`src/rtl/seq_mul_pkg.sv`:
```
// Shared types and sizing helpers for the sequential shift-add multiplier.
package seq_mul_pkg;

  // Controller states: accept, iterate, sign fix-up, completion pulse.
  typedef enum logic [1:0] {
    ST_IDLE = 2'd0,
    ST_RUN  = 2'd1,
    ST_FIX  = 2'd2,
    ST_DONE = 2'd3
  } state_e;

  // Operand width used when the top is not overridden.
  localparam int SEQ_MUL_N = 32;

  // Counter width able to hold the value n (iteration count).
  function automatic int cnt_width(input int n);
    return $clog2(n + 1);
  endfunction

  localparam int CNT_W = cnt_width(SEQ_MUL_N);

endpackage

```
`src/rtl/seq_multiplier_if.sv`:
```
// Request/result bundle of the sequential multiplier.
// master: the requesting core side; slave: the multiplier.
interface seq_multiplier_if #(
  parameter int N = 32
);
  logic         start;
  logic [N-1:0] a;
  logic [N-1:0] b;
  logic         a_signed;
  logic         b_signed;
  logic         busy;
  logic         done;
  logic [N-1:0] result_lo;
  logic [N-1:0] result_hi;

  modport master (
    output start, a, b, a_signed, b_signed,
    input  busy, done, result_lo, result_hi
  );

  modport slave (
    input  start, a, b, a_signed, b_signed,
    output busy, done, result_lo, result_hi
  );
endinterface

```
`src/rtl/seq_mul_step.sv`:
```
// One shift-add iteration: conditionally add |a| into the upper half of P,
// then shift the whole product right by one with the carry entering the MSB.
// P[0] is shifted out each step, so only P[2N-1:1] is taken as input.
module seq_mul_step
  import seq_mul_pkg::*;
#(
  parameter int N = 32
) (
  input  logic [2*N-1:1] i_p_upper,
  input  logic [N-1:0]   i_a_mag,
  input  logic           i_lsb,
  output logic [2*N-1:0] o_p_next
);

  logic [N:0] w_addend;
  logic [N:0] w_sum;

  // Select the addend and form the (n+1)-bit sum whose top bit is the carry.
  always_comb begin
    w_addend = {(N+1){1'b0}};
    if (i_lsb) begin
      w_addend = {1'b0, i_a_mag};
    end else begin
      w_addend = {(N+1){1'b0}};
    end
    w_sum    = {1'b0, i_p_upper[2*N-1:N]} + w_addend;
    o_p_next = {w_sum, i_p_upper[N-1:1]};
  end

endmodule

```
`src/rtl/seq_multiplier.sv`:
```
// Iterative shift-add multiplier: full 2N-bit product, one multiplier bit per
// cycle, magnitudes internally with a final two's-complement fix-up.
// Optional build macro: SEQ_MUL_ZERO_SKIP_EN (zero operand completes at once).
module seq_multiplier
  import seq_mul_pkg::*;
#(
  parameter int N = SEQ_MUL_N
) (
  input  logic             i_clk,
  input  logic             i_rst,
  seq_multiplier_if.slave  io_bus
);

  localparam int            W_CNT   = cnt_width(N);
  localparam logic [N-1:0]  ONE_N   = {{(N-1){1'b0}}, 1'b1};
  localparam logic [N-1:0]  ZERO_N  = {N{1'b0}};
  localparam logic [2*N-1:0] ONE_2N = {{(2*N-1){1'b0}}, 1'b1};
  localparam logic [2*N-1:0] ZERO_2N = {(2*N){1'b0}};
  localparam logic [W_CNT-1:0] ONE_CNT = {{(W_CNT-1){1'b0}}, 1'b1};

  state_e           r_state;
  logic [2*N-1:0]   r_p;
  logic [N-1:0]     r_a_mag;
  logic [N-1:0]     r_b_mul;
  logic [W_CNT-1:0] r_cnt;
  logic             r_neg;
  logic             r_busy;
  logic             r_done;

  state_e           w_state_next;
  logic [2*N-1:0]   w_p_next;
  logic [N-1:0]     w_a_next;
  logic [N-1:0]     w_b_next;
  logic [W_CNT-1:0] w_cnt_next;
  logic [W_CNT-1:0] w_cnt_dec;
  logic             w_neg_next;
  logic [N-1:0]     w_a_mag;
  logic [N-1:0]     w_b_mag;
  logic [2*N-1:0]   w_step_p;

  // Operand magnitudes; -2^(N-1) negates to itself, read as unsigned 2^(N-1).
  always_comb begin
    w_a_mag = io_bus.a;
    w_b_mag = io_bus.b;
    if (io_bus.a_signed && io_bus.a[N-1]) begin
      w_a_mag = ~io_bus.a + ONE_N;
    end else begin
      w_a_mag = io_bus.a;
    end
    if (io_bus.b_signed && io_bus.b[N-1]) begin
      w_b_mag = ~io_bus.b + ONE_N;
    end else begin
      w_b_mag = io_bus.b;
    end
  end

  seq_mul_step #(.N(N)) u_step (
    .i_p_upper (r_p[2*N-1:1]),
    .i_a_mag   (r_a_mag),
    .i_lsb     (r_b_mul[0]),
    .o_p_next  (w_step_p)
  );

  assign w_cnt_dec = r_cnt - ONE_CNT;

  // Next-state and datapath update for the IDLE/RUN/FIX/DONE controller.
  always_comb begin
    w_state_next = r_state;
    w_p_next     = r_p;
    w_a_next     = r_a_mag;
    w_b_next     = r_b_mul;
    w_cnt_next   = r_cnt;
    w_neg_next   = r_neg;
    case (r_state)
      ST_IDLE, ST_DONE: begin
        if (io_bus.start) begin
          w_a_next   = w_a_mag;
          w_b_next   = w_b_mag;
          w_neg_next = (io_bus.a_signed & io_bus.a[N-1]) ^ (io_bus.b_signed & io_bus.b[N-1]);
          w_p_next   = ZERO_2N;
          w_cnt_next = W_CNT'(N);
`ifdef SEQ_MUL_ZERO_SKIP_EN
          if ((w_a_mag == ZERO_N) || (w_b_mag == ZERO_N)) begin
            w_state_next = ST_DONE;
          end else begin
            w_state_next = ST_RUN;
          end
`else
          w_state_next = ST_RUN;
`endif
        end else begin
          w_state_next = ST_IDLE;
        end
      end
      ST_RUN: begin
        w_p_next   = w_step_p;
        w_b_next   = r_b_mul >> 1;
        w_cnt_next = w_cnt_dec;
        if (w_cnt_dec == {W_CNT{1'b0}}) begin
          w_state_next = ST_FIX;
        end else begin
          w_state_next = ST_RUN;
        end
      end
      ST_FIX: begin
        if (r_neg) begin
          w_p_next = ~r_p + ONE_2N;
        end else begin
          w_p_next = r_p;
        end
        w_state_next = ST_DONE;
      end
      default: begin
        w_state_next = ST_IDLE;
      end
    endcase
  end

  // State, datapath and registered status flags; synchronous reset aborts any operation.
  always_ff @(posedge i_clk) begin
    if (i_rst) begin
      r_state <= ST_IDLE;
      r_p     <= ZERO_2N;
      r_a_mag <= ZERO_N;
      r_b_mul <= ZERO_N;
      r_cnt   <= {W_CNT{1'b0}};
      r_neg   <= 1'b0;
      r_busy  <= 1'b0;
      r_done  <= 1'b0;
    end else begin
      r_state <= w_state_next;
      r_p     <= w_p_next;
      r_a_mag <= w_a_next;
      r_b_mul <= w_b_next;
      r_cnt   <= w_cnt_next;
      r_neg   <= w_neg_next;
      r_busy  <= (w_state_next == ST_RUN) || (w_state_next == ST_FIX);
      r_done  <= (w_state_next == ST_DONE);
    end
  end

  assign io_bus.busy      = r_busy;
  assign io_bus.done      = r_done;
  assign io_bus.result_lo = r_p[N-1:0];
  assign io_bus.result_hi = r_p[2*N-1:N];

endmodule

```
`src/flat_wrapper.sv`:
```
// flat-port wrapper written by rule: the top's interface ports become plain ports
module seq_multiplier_flat import seq_mul_pkg::*;
#(
  parameter int N = SEQ_MUL_N
)
  (i_clk, i_rst, io_bus_start, io_bus_a, io_bus_b, io_bus_a_signed, io_bus_b_signed, io_bus_busy, io_bus_done, io_bus_result_lo, io_bus_result_hi);
  seq_multiplier_if #(.N(N)) io_bus_i ();
  input  logic i_clk;
  input  logic i_rst;
  input wire logic [$bits(io_bus_i.start)-1:0] io_bus_start;
  input wire logic [$bits(io_bus_i.a)-1:0] io_bus_a;
  input wire logic [$bits(io_bus_i.b)-1:0] io_bus_b;
  input wire logic [$bits(io_bus_i.a_signed)-1:0] io_bus_a_signed;
  input wire logic [$bits(io_bus_i.b_signed)-1:0] io_bus_b_signed;
  output wire logic [$bits(io_bus_i.busy)-1:0] io_bus_busy;
  output wire logic [$bits(io_bus_i.done)-1:0] io_bus_done;
  output wire logic [$bits(io_bus_i.result_lo)-1:0] io_bus_result_lo;
  output wire logic [$bits(io_bus_i.result_hi)-1:0] io_bus_result_hi;
  assign io_bus_i.start = io_bus_start;
  assign io_bus_i.a = io_bus_a;
  assign io_bus_i.b = io_bus_b;
  assign io_bus_i.a_signed = io_bus_a_signed;
  assign io_bus_i.b_signed = io_bus_b_signed;
  assign io_bus_busy = io_bus_i.busy;
  assign io_bus_done = io_bus_i.done;
  assign io_bus_result_lo = io_bus_i.result_lo;
  assign io_bus_result_hi = io_bus_i.result_hi;
  seq_multiplier #(.N(N)) u_core (.i_clk(i_clk), .i_rst(i_rst), .io_bus(io_bus_i));
endmodule
```
`config.mk`:
```
export PLATFORM = sky130hd
export DESIGN_NAME = seq_multiplier_flat
export DESIGN_NICKNAME = d
export VERILOG_FILES = /design/src/rtl/seq_mul_pkg.sv /design/src/rtl/seq_multiplier_if.sv /design/src/rtl/seq_mul_step.sv /design/src/rtl/seq_multiplier.sv /design/src/flat_wrapper.sv
export SDC_FILE = /design/constraint.sdc
export NUM_CORES = 1
export LEC_CHECK = 0
export ABC_CLOCK_PERIOD_IN_PS = 7800
export BUFFER_PORTS_ARGS = -buffer_cell sky130_fd_sc_hd__buf_2
export CORE_UTILIZATION = 25
export CTS_CLUSTER_DIAMETER = 200
export DETAILED_ROUTE_END_ITERATION = 12
export GPL_TIMING_DRIVEN = 0
export PLACE_DENSITY = 0.53
export SLEW_MARGIN = 20
export SYNTH_ARGS = -nofsm -noshare
export SYNTH_HDL_FRONTEND = slang
export SYNTH_SLANG_ARGS = --single-unit
```
`constraint.sdc`:
```
create_clock -name i_clk -period 7.8 [get_ports i_clk]
set_input_delay 1.17 -clock i_clk [delete_from_list [all_inputs] [get_ports i_clk]]
set_output_delay 1.17 -clock i_clk [all_outputs]
set_load 0.005 [all_outputs]
```
---- Word level (Yosys, flattened, before mapping) ----
Index checks and enable logic that the tools add are counted.
storage, ports and cells
  bits in registers ....................... 139
  logic and storage cells ................. 50
  input bits .............................. 69
operators by class
  reductions and logical operators ........ 10
  add/sub/neg operators ................... 5
  bitwise gates (word level) .............. 6
  equal/unequal tests ..................... 8
  muxes and demuxes ....................... 13
operators by type and width
  kind                                                                     count
  64-bit one-hot mux with 3 select lines                                   1
  32-bit 2-to-1 mux                                                        4
  64-bit 2-to-1 mux                                                        2
  32-bit by 1-bit adder with 32-bit output, second input constant          2
  64-bit by 1-bit adder with 64-bit output, second input constant          1
  32-bit inverter                                                          2
  64-bit inverter                                                          1
  32-bit one-hot mux with 2 select lines                                   1
  32-bit by 32-bit adder with 33-bit output                                1
  6-bit one-hot mux with 2 select lines                                    1
  2-bit equality test, second input constant                               4
  6-bit zero test                                                          1
  6-bit 2-to-1 mux                                                         1
  2-bit one-hot mux with 3 select lines                                    1
  2-bit AND reduction                                                      3
  6-bit by 1-bit subtractor with 6-bit output, second input constant       1
  2-bit by 1-bit equality test with 1-bit output, second input constant    2
  1-bit bitwise AND                                                        2
  1-bit logical AND                                                        2
  2-bit zero test                                                          1
  2-bit 2-to-1 mux                                                         1
  2-bit by 1-bit inequality test with 1-bit output, second input constant  1
  2-bit inequality test, second input constant                             1
  2-bit nonzero test                                                       1
  other kinds (4)                                                          4

---- Depth between registers and ports, before layout ----
  depth in word-level cells ............... 6
  depth in mapped cells ................... 12

---- Modules after synthesis ----
From an unflattened synthesis, not the netlist that was laid out.
second synthesis, totals
  cells, all modules ...................... 1305
  area, all modules ....................... 10158.5 sq um
by module, submodules not included
  module          area each (sq um)  cells an instance  times used  sequential area each (sq um)
  seq_multiplier  8101.5             1024               1           2782.7
  seq_mul_step    2057.0             281                1           0.0

---- Worst setup path after synthesis ----
No wires, ideal clock.
  path type ............................... input port to flip-flop
  start point ............................. in io_bus_b[8]
  end point ............................... reg u_core.r_b_mul[24]
  stages on the path ...................... 9
  data arrival time ....................... 3305 ps
  data required time ...................... 7668 ps
  setup slack ............................. 4363 ps
  library setup time ...................... 132 ps
  buffers on the path ..................... 1
  cell sequence ........................... or4_1 -> or4_1 -> clkbuf_1 -> nor4_2 -> a41oi_1 -> xnor2_1 -> nand2_1 -> o211ai_1 -> a21oi_1
on the way
  word-level cells in the longest chain between the ends .. 5
ends and longest elaborated chain
  what                                      line                   text
  from (decl)                               flat_wrapper.sv:12     input wire logic [$bits(io_bus_i.b)-1:0] io_bus_b;
  32-bit inverter                           seq_multiplier.sv:51   w_b_mag = ~io_bus.b + ONE_N;
  32-bit by 1-bit adder with 32-bit output  seq_multiplier.sv:51
  32-bit 2-to-1 mux                         seq_multiplier.sv:50   if (io_bus.b_signed && io_bus.b[N-1]) begin
  32-bit 2-to-1 mux                         seq_multiplier.sv:76   if (io_bus.start) begin
  32-bit one-hot mux with 2 select lines    seq_multiplier.sv:74   case (r_state)
  to (signal assigned)                      seq_multiplier.sv:134  r_b_mul <= w_b_next;
  to (decl)                                 seq_multiplier.sv:24   logic [N-1:0] r_b_mul;
No other way between the ends. The select of a mux whose other input is x is not followed.
A chain may end at the register's enable or synchronous reset.

---- Worst setup path in the final report ----
  start point ............................. reg u_core.r_b_mul[0]
  end point ............................... reg u_core.r_p[55]
on the way
  word-level cells in the longest chain between the ends .. 3
ends and longest elaborated chain
  what                                       line                   text
  32-bit 2-to-1 mux                          seq_mul_step.sv:21     if (i_lsb) begin
  32-bit by 32-bit adder with 33-bit output  seq_mul_step.sv:26     w_sum = {1'b0, i_p_upper[2*N-1:N]} + w_addend;
  64-bit one-hot mux with 3 select lines     seq_multiplier.sv:74
  to (signal assigned)                       seq_multiplier.sv:132  r_p <= w_p_next;
  to (decl)                                  seq_multiplier.sv:22   logic [2*N-1:0] r_p;
No other way between the ends.

==> results.py <==
metrics = {
    "setup_path": {
        "crit_chain": "clkbuf_1 > and2_1 > ha_1 > fa_1 > a21o_1 > a221oi_1 > o31a_1 > o221ai_1 > a221oi_1 > o21ai_0 > xor2_1 > a221o_1",
        "critPathMaxStageDelay_ps": 600,
        "crit_family": "compound AO/OA/AOI/OAI gates",
        "worstPathArrival_ps": 4500,
        "path_max_fanout": 10,
        "r2r.worst_path.cells": 12,
        "startpoint_type": "register",
        "crit_path_top_delay_cell": "a221oi_1",
        "crit_type": "reg -> reg",
        "timing.critical_path.buf_inv": 1,
        "end_kind": "register",
        "reg2reg_slack_ps": 3610,
        "cp.required_ps": 8120,
        "timing.critical_path.mode_cell": "a221oi_1",
        "cp.depth": 12,
    },
    "global_route": {
        "grt_pass1_wl_mm": 56.3,
        "grt_max_degree": 17,
        "overflow": 0,
        "antenna_found_initial": 16,
        "track_usage_pct": 17.7,
        "grt_pass1_vias": 9803,
    },
    "logic_synthesis": {
        "synth-compound-area-share_pct": 26.7,
        "synth_top_family_by_area": "compound AO/OA/AOI/OAI gates",
        "synth-edff-count": 0,
        "synthAdderAreaFrac_pct": 5.27,
        "synth-seq-area-share_pct": 28.2,
        "synth_xor_area_share_pct": 9.50,
        "yosys.area_share.simple_pct": 25.1,
        "ys_ff_latch": 139,
        "muxShareOfSynthArea_pct": 0.507,
        "syn_avg_cell_area_um2": 7.42,
        "synthFlopType": "dfxtp_1",
        "ys_types": 69,
        "async_reset_ff_share_pct": 0,
        "synth_cells": 1331,
        "syn_nets": 1441,
        "netlist_area_mm2": 0.00987,
        "synth_warnings": 0,
    },
    "timing": {
        "tightest_slew_ps": 1020,
        "worst_slack_ps": 3610,
        "drv_slew": 0,
        "finalCritPeriodShare_pct": 53.7,
        "setup_viol": 0,
        "tns_ps": 0,
        "slew_headroom_pct": 31.6,
        "fmax_mhz": 239,
        "fin_crit_ps": 4190,
        "rsz0062_at_grt": "no",
        "hold_violations": 0,
        "finalClockSkew_ps": 10.6,
    },
    "cells_and_area": {
        "fillers": 4218,
        "mostFrequentLayoutCells": "149 x nor2_1, 141 x nand2_1, 139 x dfxtp_1",
        "regArea_mm2": 0.00278,
        "post-route-util_pct": 30.3,
        "areaGrowthSynthToFinish_pct": 19.4,
        "stdcell_count": 2022,
        "design_area_mm2": 0.0118,
        "multi_input_area_mm2": 0.00662,
        "drive_gt1_share_pct": 12.1,
        "layout.nets": 1595,
        "layout_commonest_cell": "nor2_1",
    },
    "clocking": {
        "cts-root-buf": "clkbuf_16",
        "clk_latency_ps": 430,
        "max-clock-path-buffers": 2,
        "cts.clk_slew.worst_paths_ps": 60,
        "cts_tree": "yes",
        "cts-hold-fix-buffers": 0,
        "cts_made_buffers": 17,
        "clkSinkCount": 139,
        "cts_max_level": 4,
        "post_cts_buffers": 0,
        "ctsResizeCount": 0,
    },
    "floorplan": {
        "fp.dieH_um": 201,
        "io_pins": 135,
        "core_area_mm2": 0.0388,
        "dieArea_mm2": 0.0403,
        "num_rows": 72,
        "initial_core_util_pct": 25.4,
        "die_width_um": 201,
    },
    "route": {
        "avgRoutedWirePerCell_um": 17.7,
        "avgViaCountPerCell": 5.16,
        "wl_mm": 35.8,
        "ant_nets": 0,
        "drc": 0,
        "drt_pass1_iterations": 5,
        "drt_iter0_markers": 837,
        "dr_total_vias": 10400,
    },
    "pwr": {
        "clock_power_share_pct": 42.8,
        "comb_power_share_pct": 16.2,
        "p_int_w": 0.00131,
        "vdd_drop_max_mv": 0.0864,
        "p_seq_share_pct": 41.0,
        "powerDensity_mw_per_mm2": 159,
        "p_leak_nw": 4.76,
        "p_sw_w": 0.000561,
        "netSwitchingFraction_pct": 30.0,
    },
    "place": {
        "port_buffers": 134,
        "routabilityCongestion": 0.912,
        "hpwl_mm": 28.2,
        "placed_cells": 1984,
        "placed_area_mm2": 0.0112,
        "place_ws_ps": 3620,
    },
    "worst_hold_path": {
        "hold_path_depth": 2,
        "hp-class": "reg -> reg",
    },
    "job": {
        "drv_cap": 0,
    },
    "outcome": {
        "status": "completed",
    },
}
power by group through the flow:
stage / combinational, W / clock [W] / sequential, W
floorplan: 0.000198 / 0 / 0.000775
finish: 0.000303 / 0.000800 / 0.000766
CTS: 0.000305 / 0.000814 / 0.000767
detailed placement: 0.000304 / 0 / 0.000783
global placement: 0.000300 / 0 / 0.000781
global route: 0.000339 / 0.000842 / 0.000771
metrics by stage:
stage	power [W]	hold slack, ps
floorplan	0.000973	427
global placement	0.00108	439
detailed placement	0.00109	441
CTS	0.00189	448
global route	0.00195	463
finish	0.00187	446
state kept, by name (all words and copies together), names as in the netlist:
register / flops
u_core.io_bus.done: 1
u_core.r_state: 2
u_core.r_b_mul: 32
u_core.r_p: 64
u_core.r_cnt: 6
u_core.r_neg: 1
u_core.r_a_mag: 32
u_core.io_bus.busy: 1
kinds of logic (layout without fill, tap and decap cells):
group / after synthesis / count (layout)
AOI/OAI and AO/OA: 399 / 399
xor gates and xnor gates: 107 / 107
adders and majority gates: 41 / 41
buffers and inverters: 124 / 290
DFF: 139 / 139
muxes: 5 / 5
other: 0 / 7
and+or+nand+nor: 516 / 516
cell type report:
cell class,instances,share of cell area [%]
Clock inverter,12,0.956
Clock buffer,19,3.84
Timing Repair Buffer,135,5.75
Inverter,38,1.21
Multi-Input combinational cell,1068,56.2
Tap cell,518,5.50
Antenna cell,7,0.149
Sequential cell,139,23.6
Buffer,86,2.76
Yosys cell counts (25+ instances only):
cell type / n / share of area, %
xnor2_1: 55 / 4.9
a211oi_1: 36 / 2.7
and2_1: 37 / 2.3
xor2_1: 52 / 4.6
ha_1: 40 / 5.1
clkbuf_1: 73 / 2.8
nor3_1: 49 / 2.5
nor2_1: 149 / 5.7
inv_1: 38 / 1.4
a21oi_1: 91 / 4.6
nand2_1: 141 / 5.4
or3_1: 28 / 1.8
a22oi_1: 25 / 1.9
o21ai_0: 73 / 3.7
dfxtp_1: 139 / 28
routing by layer:
layer	vias to the layer above	track usage, %	wire length (um)
met5	-	0	97
met4	16	6.16	969
met3	62	4.25	2370
met2	274	28.3	16300
met1	4899	23.0	16100
li1	5180	-	-
worst min-delay path, stage by stage (launching register included):
cell and delay [ps]:
dfxtp_1 300, nand2_1 50, a21oi_1 50
path summary, 6_finish.rpt:
path                            from                  to
setup / recovery   u_core.r_b_mul[0]      u_core.r_p[55]
setup reg to reg   u_core.r_b_mul[0]      u_core.r_p[55]
hold reg to reg   u_core.r_b_mul[20]  u_core.r_b_mul[20]
hold / removal    u_core.r_b_mul[20]  u_core.r_b_mul[20]
(Power assumes the default switching activity.)
